[src/rtl/skinny_2shares_dec_top.sv]
// Two-share SKINNY-128-384+ decryption core, one inverse round per cycle.
// A run rolls the tweakey schedule forward to round 40 (PREP), then peels
// off 40 inverse rounds (DEC) while rewinding the schedule back to round 1.
module skinny_2shares_dec_top (
  input  logic         clk_i,
  input  logic         rst_i,
  input  logic         start_i,
  input  logic [255:0] cipher_i,
  input  logic [255:0] key_i,
  input  logic [127:0] tweak1_i,
  input  logic [127:0] tweak2_i,
  output logic [255:0] plain_o,
  output logic         done_o
);

  typedef enum logic [1:0] {
    S_IDLE = 2'd0,
    S_PREP = 2'd1,
    S_DEC  = 2'd2
  } fsm_e;

  localparam logic [5:0] LAST_PREP = 6'd38;
  localparam logic [5:0] LAST_DEC  = 6'd39;
  localparam logic [5:0] RC_INIT   = 6'h01;

  fsm_e         fsm_q, fsm_d;
  logic [5:0]   cnt_q, cnt_d;
  logic [5:0]   rc_q, rc_d;
  logic         done_q, done_d;
  logic [255:0] st_q, st_d;
  logic [255:0] tk3_q, tk3_d;
  logic [127:0] tk1_q, tk1_d;
  logic [127:0] tk2_q, tk2_d;
  logic [127:0] rk0, rk1;

  // ---------------------------------------------------------------------
  // S-box helpers. The forward S-box is four NOR/XOR layers separated by a
  // bit permutation, with a plain bit1/bit2 swap after the last layer. The
  // NOR/XOR layer is an involution, so the inverse replays the layers in
  // reverse order using the inverse permutation.
  // ---------------------------------------------------------------------
  function automatic logic [7:0] nor_xor(input logic [7:0] x);
    logic [7:0] y;
    y    = x;
    y[4] = x[4] ^ ~(x[7] | x[6]);
    y[0] = x[0] ^ ~(x[3] | x[2]);
    return y;
  endfunction

  function automatic logic [7:0] sbox_inv(input logic [7:0] b);
    logic [7:0] x;
    x = {b[7:3], b[1], b[2], b[0]};
    for (int i = 0; i < 3; i++) begin
      x = nor_xor(x);
      x = {x[5], x[4], x[0], x[3], x[1], x[7], x[6], x[2]};
    end
    return nor_xor(x);
  endfunction

  // Inverse MixColumns, inverse ShiftRows, round-key add, inverse SubCells.
  function automatic logic [127:0] inv_round(input logic [127:0] s,
                                             input logic [127:0] rk);
    logic [31:0]  m0, m1, m2, m3;
    logic [31:0]  x0, x1, x2, x3;
    logic [127:0] t;
    logic [127:0] o;
    m0 = s[127:96];
    m1 = s[95:64];
    m2 = s[63:32];
    m3 = s[31:0];
    x0 = m1;
    x1 = m2 ^ m3 ^ m1;
    x2 = m3 ^ m1;
    x3 = m0 ^ m3;
    t  = {x0,
          x1[23:0], x1[31:24],
          x2[15:0], x2[31:16],
          x3[7:0],  x3[31:8]} ^ rk;
    o  = '0;
    for (int b = 0; b < 16; b++) begin
      o[8*b +: 8] = sbox_inv(t[8*b +: 8]);
    end
    return o;
  endfunction

  // ---------------------------------------------------------------------
  // Tweakey schedule helpers. Two byte LFSRs cover all four directions:
  // TK2 forward equals TK3 backward, and TK3 forward equals TK2 backward.
  // ---------------------------------------------------------------------
  function automatic logic [7:0] lfsr_a(input logic [7:0] x);
    return {x[6:0], x[7] ^ x[5]};
  endfunction

  function automatic logic [7:0] lfsr_b(input logic [7:0] x);
    return {x[0] ^ x[6], x[7:1]};
  endfunction

  // Apply one of the byte LFSRs to the upper eight bytes only.
  function automatic logic [127:0] top_lfsr(input logic [127:0] t,
                                            input logic        use_a);
    logic [127:0] o;
    o = t;
    for (int b = 8; b < 16; b++) begin
      o[8*b +: 8] = use_a ? lfsr_a(t[8*b +: 8]) : lfsr_b(t[8*b +: 8]);
    end
    return o;
  endfunction

  function automatic logic [127:0] fwd_perm(input logic [127:0] t);
    return {t[55:48], t[7:0],   t[63:56], t[23:16],
            t[47:40], t[15:8],  t[31:24], t[39:32],
            t[127:64]};
  endfunction

  function automatic logic [127:0] inv_perm(input logic [127:0] t);
    return {t[63:0],
            t[111:104], t[127:120], t[95:88],  t[71:64],
            t[79:72],   t[103:96],  t[87:80],  t[119:112]};
  endfunction

  function automatic logic [5:0] rc_fwd(input logic [5:0] c);
    return {c[4:0], c[5] ^ c[4] ^ 1'b1};
  endfunction

  function automatic logic [5:0] rc_inv(input logic [5:0] c);
    return {c[0] ^ c[5] ^ 1'b1, c[5:1]};
  endfunction

  // Only the upper half of the tweakey reaches the state; the lower half of
  // the round key carries nothing but the fixed 0x02 constant byte.
  function automatic logic [127:0] round_key(input logic [127:0] tk3s,
                                             input logic [127:0] tkx,
                                             input logic [5:0]   c);
    logic [127:0] rk;
    rk          = {tk3s[127:64] ^ tkx[127:64], 64'h0};
    rk[123:120] = rk[123:120] ^ c[3:0];
    rk[89:88]   = rk[89:88] ^ c[5:4];
    rk[63:56]   = 8'h02;
    return rk;
  endfunction

  // Share 0 mixes TK1, share 1 mixes TK2; the round constant goes into both.
  assign rk0 = round_key(tk3_q[127:0],   tk1_q, rc_q);
  assign rk1 = round_key(tk3_q[255:128], tk2_q, rc_q);

  // Next-state, counter, datapath and schedule updates for the run sequencer.
  always_comb begin
    fsm_d  = fsm_q;
    cnt_d  = cnt_q;
    rc_d   = rc_q;
    done_d = done_q;
    st_d   = st_q;
    tk1_d  = tk1_q;
    tk2_d  = tk2_q;
    tk3_d  = tk3_q;
    case (fsm_q)
      S_IDLE: begin
        if (start_i) begin
          st_d   = cipher_i;
          tk3_d  = key_i;
          tk1_d  = tweak1_i;
          tk2_d  = tweak2_i;
          rc_d   = RC_INIT;
          cnt_d  = '0;
          done_d = 1'b0;
          fsm_d  = S_PREP;
        end
      end
      S_PREP: begin
        tk1_d = fwd_perm(tk1_q);
        tk2_d = top_lfsr(fwd_perm(tk2_q), 1'b1);
        tk3_d = {top_lfsr(fwd_perm(tk3_q[255:128]), 1'b0),
                 top_lfsr(fwd_perm(tk3_q[127:0]),   1'b0)};
        rc_d  = rc_fwd(rc_q);
        if (cnt_q == LAST_PREP) begin
          cnt_d = '0;
          fsm_d = S_DEC;
        end else begin
          cnt_d = cnt_q + 6'd1;
        end
      end
      S_DEC: begin
        st_d = {inv_round(st_q[255:128], rk1), inv_round(st_q[127:0], rk0)};
        if (cnt_q == LAST_DEC) begin
          // Round 1 has just been undone with the input tweakeys, so the
          // schedule is already back at its starting point.
          cnt_d  = '0;
          done_d = 1'b1;
          fsm_d  = S_IDLE;
        end else begin
          cnt_d = cnt_q + 6'd1;
          tk1_d = inv_perm(tk1_q);
          tk2_d = inv_perm(top_lfsr(tk2_q, 1'b0));
          tk3_d = {inv_perm(top_lfsr(tk3_q[255:128], 1'b1)),
                   inv_perm(top_lfsr(tk3_q[127:0],   1'b1))};
          rc_d  = rc_inv(rc_q);
        end
      end
      default: begin
        fsm_d = S_IDLE;
      end
    endcase
  end

  // Control and state registers; reset forces idle with a cleared output.
  always_ff @(posedge clk_i) begin
    if (rst_i) begin
      fsm_q  <= S_IDLE;
      cnt_q  <= '0;
      rc_q   <= RC_INIT;
      done_q <= 1'b1;
      st_q   <= '0;
    end else begin
      fsm_q  <= fsm_d;
      cnt_q  <= cnt_d;
      rc_q   <= rc_d;
      done_q <= done_d;
      st_q   <= st_d;
    end
  end

  // Tweakey registers are only meaningful after a load, so they carry no reset.
  always_ff @(posedge clk_i) begin
    tk1_q <= tk1_d;
    tk2_q <= tk2_d;
    tk3_q <= tk3_d;
  end

  assign plain_o = st_q;
  assign done_o  = done_q;

endmodule
[config.mk]
export PLATFORM = sky130hd
export DESIGN_NAME = skinny_2shares_dec_top
export DESIGN_NICKNAME = d
export VERILOG_FILES = /design/src/rtl/skinny_2shares_dec_top.sv
export SDC_FILE = /design/constraint.sdc
export NUM_CORES = 2
export LEC_CHECK = 0
export ABC_CLOCK_PERIOD_IN_PS = 21700
export CORE_AREA = 2 2 396 398
export DETAILED_ROUTE_END_ITERATION = 8
export DIE_AREA = 0 0 398 400
export GPL_TIMING_DRIVEN = 0
export HOLD_SLACK_MARGIN = 0.02
export PLACE_DENSITY = 0.62
export SYNTH_ARGS = -nofsm -noshare
export SYNTH_HDL_FRONTEND = slang
export SYNTH_SLANG_ARGS = --single-unit
[constraint.sdc]
create_clock -name clk_i -period 21.7 [get_ports clk_i]
set_input_delay 3.255 -clock clk_i [delete_from_list [all_inputs] [get_ports clk_i]]
set_output_delay 3.255 -clock clk_i [all_outputs]
set_load 0.005 [all_outputs]
* After elaboration in Yosys (flattened, before gate mapping)
Cells that the tools add are included.
** Storage, ports and cells
- Bits in registers :: 783
- Latch bits :: 0
- Memory bits (writable) :: 0
- Memory bits (read-only) :: 0
- Bits of input ports :: 771
- Output and inout port bits :: 257
- Memories :: 0
** Operators by class
- Add/sub/neg operators :: 1
- $mul :: 0
- Div/mod/pow operators :: 0
- $lt $le $gt $ge :: 0
- Equal/unequal tests :: 8
- Shift operators :: 0
- Multiplexer cells :: 25
- Bitwise gates (word level) :: 836
- Reduce and logical (&&, ||, !) cells :: 8
** Operators by type and width (number)
- 256-bit 2-to-1 mux :: 3
- 128-bit one-hot mux with 3 select lines :: 2
- 256-bit one-hot mux with 3 select lines :: 1
- 128-bit 2-to-1 mux :: 4
- 256-bit one-hot mux with 2 select lines :: 1
- 1-bit bitwise XOR :: 306
- 1-bit inverter :: 258
- 1-bit OR :: 256
- 128-bit bitwise XOR :: 2
- 32-bit bitwise XOR :: 8
- 64-bit bitwise XOR :: 2
- 6-bit one-hot mux with 3 select lines :: 2
- 6-bit 2-to-1 mux :: 5
- 6-bit equality test (second input constant) :: 2
- 3-bit AND reduction :: 3
- 2-bit inequality test (second input constant) :: 4
- 4-bit bitwise XOR :: 2
- 6-bit by 1-bit adder with 6-bit output (second input constant) :: 1
- 2-bit 2-to-1 mux :: 3
- 2-bit one-hot mux with 3 select lines :: 1
- 2-bit AND reduction :: 2
- 2-bit bitwise XOR :: 2
- 3-bit nonzero test :: 1
- 2-bit by 1-bit equality test with 1-bit output (second input constant) :: 1
- other kinds (5) :: 6

* Depth between registers and ports, before layout
- Depth after elaboration :: 16
- Mapped depth :: 10
- Gate-level depth less buffers :: 9

* Worst setup path after synthesis
Ideal clock, no wire load.
- Path kind :: input-to-reg
- Start :: input start_i
- End :: register tk1_q[0], enable pin
- Setup time :: 4.088 ns
- Arrival time :: 13.142 ns
- Data required time :: 17.612 ns
- Path slack :: 4.470 ns
- Cell stages on the path :: 4
- Buffers on the path :: 0
- Path through :: nor2b_1 > nor2_1 > o21ai_1 > clkinv_1
** On the way
- Cells in the longest elaborated chain, start to end :: 2
** Ends and longest elaborated chain
- start, declared :: line 7 : input logic start_i,
- 2-bit inequality test (no line)
- 3-bit AND reduction (no line)
- end signal, assigned :: line 224 : tk1_q <= tk1_d;
- end, declared :: line 32 : logic [127:0] tk1_q, tk1_d;
No other way between the ends.
A chain may end at the register's enable or synchronous reset.

* Final worst setup path
- Start :: input start_i
- End :: register st_q[118] (netlist: plain_o[118])
** On the way
- Cells in the longest elaborated chain, start to end :: 2
** Ends and longest elaborated chain
- 2-bit inequality test (no line)
- 2-bit AND reduction (no line)
- end signal, assigned :: line 218 : st_q <= st_d;
- end, declared :: line 30 : logic [255:0] st_q, st_d;
No other way between the ends.

==> results.py <==
metrics = {
    "drt": {
        "wl_per_cell_um": 37.4,
        "drt-total-wl_mm": 301,
        "vias": 47803,
        "drt-initial-drc-count": 6811,
        "dr.pass1.iters": 6,
        "ant_nets": 0,
        "viasPerCell": 5.94,
        "drc_errors": 0,
    },
    "yosys": {
        "synthesis.area_um2": 45900,
        "synth_seq_area_share_pct": 45.3,
        "synthesis.nets": 5559,
        "async_flop_share_pct": 0,
        "synth.most_common_cell": "nor2_1",
        "synth-seq-cells": 783,
        "synth_common_cells": "nor2_1 (886), a21oi_1 (678), a22oi_1 (512), edfxtp_1 (512), clkbuf_1 (338)",
        "synthesis.instances": 4782,
        "synth_area_leader_cell": "edfxtp_1",
        "synth_flop_cell": "edfxtp_1",
        "synth_edf_count": 512,
        "ys_types": 58,
        "yosysTopAreaCellShare_pct": 33.5,
        "ys_warn_count": 0,
        "avgSynthCellArea_um2": 9.60,
        "yosys-top-cells-area": "edfxtp_1 (34%), dfxtp_1 (12%), a22oi_1 (8.4%), a21oi_1 (7.4%), nor2_1 (7.2%)",
    },
    "sta": {
        "whs_ps": 523,
        "worst_pin_slew_ps": 1340,
        "setup_violations": 0,
        "hold_viol_final": 0,
        "period_share_pct": 27.1,
        "slew_violations": 0,
        "min_period_ps": 5890,
        "fin_worst_skew_ps": 40.3,
        "relSlewSlack_pct": 10.9,
        "max_freq_ghz": 0.170,
        "rsz0062_at_grt": "no",
    },
    "die": {
        "row_count": 145,
        "die_area_um2": 159000,
        "core_area_um2": 155000,
        "fp.dieH_um": 400,
        "die_w_um": 398,
        "floorplan.initialDensity_pct": 29.6,
        "ios": 1028,
    },
    "job": {
        "maxCapViolCount": 0,
    },
    "global_route": {
        "grt_pass1_vias": 45170,
        "gr-usage-all-layers_pct": 36.2,
        "grt_pass1_wl_mm": 393,
        "globalRouteOverflowTotal": 0,
        "antenna_found_initial": 15,
        "grt_max_degree": 105,
    },
    "placed_design": {
        "gp_congestion": 1.05,
        "port-buffer-count": 1026,
        "dpl.cell_count": 7871,
        "dpl.hpwl_mm": 250,
    },
    "setup_path": {
        "cp.arrival_ps": 6420,
        "cp-end-kind": "flop",
        "r2r-start": "fsm_q[0]",
        "required_ps": 22240,
        "critPathKind": "input port to flop",
        "cp-startpoint": "start_i",
        "worstSetupStartpointType": "input port",
        "worstPathMaxFanout": 10,
    },
    "clocking": {
        "cts_sinks": 783,
        "cts_setup_buffers": 0,
        "cts_buffer_depth": 3,
        "cts_resized": 0,
        "cts_max_level": 3,
        "clk_pin_slew_ps": 60,
        "cts_hold_buffers": 0,
        "cts_tree": "done",
        "cts_root_buf": "clkbuf_16",
        "cts_buffers": 94,
        "worstSkewPairLatency_ps": 740,
    },
    "finish": {
        "fillers": 15541,
        "post-route-util_pct": 39.9,
        "regArea_um2": 20800,
        "area_growth_pct": 35.0,
        "final_cells": 8050,
        "nets": 6686,
        "drive_above_1_share_pct": 2.82,
        "multi_input_area_um2": 23600,
    },
    "hold_path": {
        "min_from": "cnt_q[5]",
        "hp-class": "flop to flop",
    },
    "status": {
        "outcome": "finished, final reports clean",
    },
    "power_and_ir_drop": {
        "irDropWorstVdd_uv": 80.8,
        "leakagePower_nw": 21.8,
        "p_per_area_nw_per_um2": 162,
    },
}
-- critical path: stages --
cell	delay, ps
clkdlybuf4s50_1	530
nand2_1	150
o21ai_1	360
clkbuf_1	900
clkbuf_1	1000
a211oi_1	180
-- kinds of logic (layout without fill, tap and decap cells) --
family | Yosys count | count (layout) | share of synthesized area [%]
buffers and inverters | 390 | 1595 | 3.19
flip-flops | 783 | 783 | 45.3
multiplexers | 112 | 112 | 2.44
XOR/XNOR | 614 | 614 | 14.7
adder cells (fa/ha/maj) | 6 | 6 | 0.164
AO/OA/AOI/OAI | 1612 | 1612 | 22.4
AND/OR/NAND/NOR | 1265 | 1265 | 11.8
other | 0 | 5 | 0
-- area by class of cell --
type | instances | share of cell area [%]
multi-input combinational | 3609 | 38.1
buffer | 361 | 2.19
clock inverter | 47 | 0.773
clock buffer | 127 | 4.19
sequential | 783 | 33.6
tap | 2058 | 4.16
inverter | 29 | 0.184
antenna | 5 | 0.0202
timing repair buffer | 1031 | 16.8
-- final timing paths --
check                               endpoint  slack (ps)  cells past startpoint
worst min-delay path                cnt_q[5]         520                      2
worst max-delay path            plain_o[118]       15810                      6
worst min register to register      cnt_q[5]         520                      2
worst max register to register     tk2_q[47]       17380                      8
-- per-stage QoR --
step                instance area (um^2)  setup TNS [ps]  setup slack (ps)  power [mW]
floorplan                          45900               0              4470        5.85
global placement                   58700        -1667710             -3280        8.35
detailed placement                 58900               0             15160        8.16
CTS                                62000               0             15930        9.81
global route                       62000               0             15830        10.3
finish                             62000               0             15810        10.0
-- routing by layer --
layer	routed length, um	global-route usage (%)	vias up
met3	32900	8.81	609
met2	131000	55.5	3522
met5	110	0	-
li1	-	-	19910
met1	119000	47.5	23744
met4	18100	18.5	18
-- state kept, by name, indices dropped and copies added (netlist names) --
register / flops
tk1_q: 128
plain_o: 256
rc_q: 6
cnt_q: 6
fsm_q: 2
tk2_q: 128
done_o: 1
tk3_q: 256
-- power by group --
group          internal (mW)  switching, mW  total, mW  leakage [nW]
Clock                  0.916          0.724       1.64          1.49
Sequential              2.29          0.968       3.26          7.27
Combinational           1.85           3.27       5.12          13.1
-- cell usage in the layout, fill, tap and decap left out, types with 35 or more instances in the layout --
cell             count
nor2_1             886
or3_1               62
nand3_1             35
a21oi_1            678
nor3_1              37
mux2i_1            112
a22oi_1            512
clkbuf_1           359
o21ai_0             85
clkdlybuf4s50_1   1026
a211oi_1           179
xor2_1             250
xnor2_1            262
o211ai_1            40
dfxtp_1            271
clkbuf_16           95
xnor3_1             70
edfxtp_1           512
nand2_1            102
No activity file was read; power rests on OpenSTA's default activity.
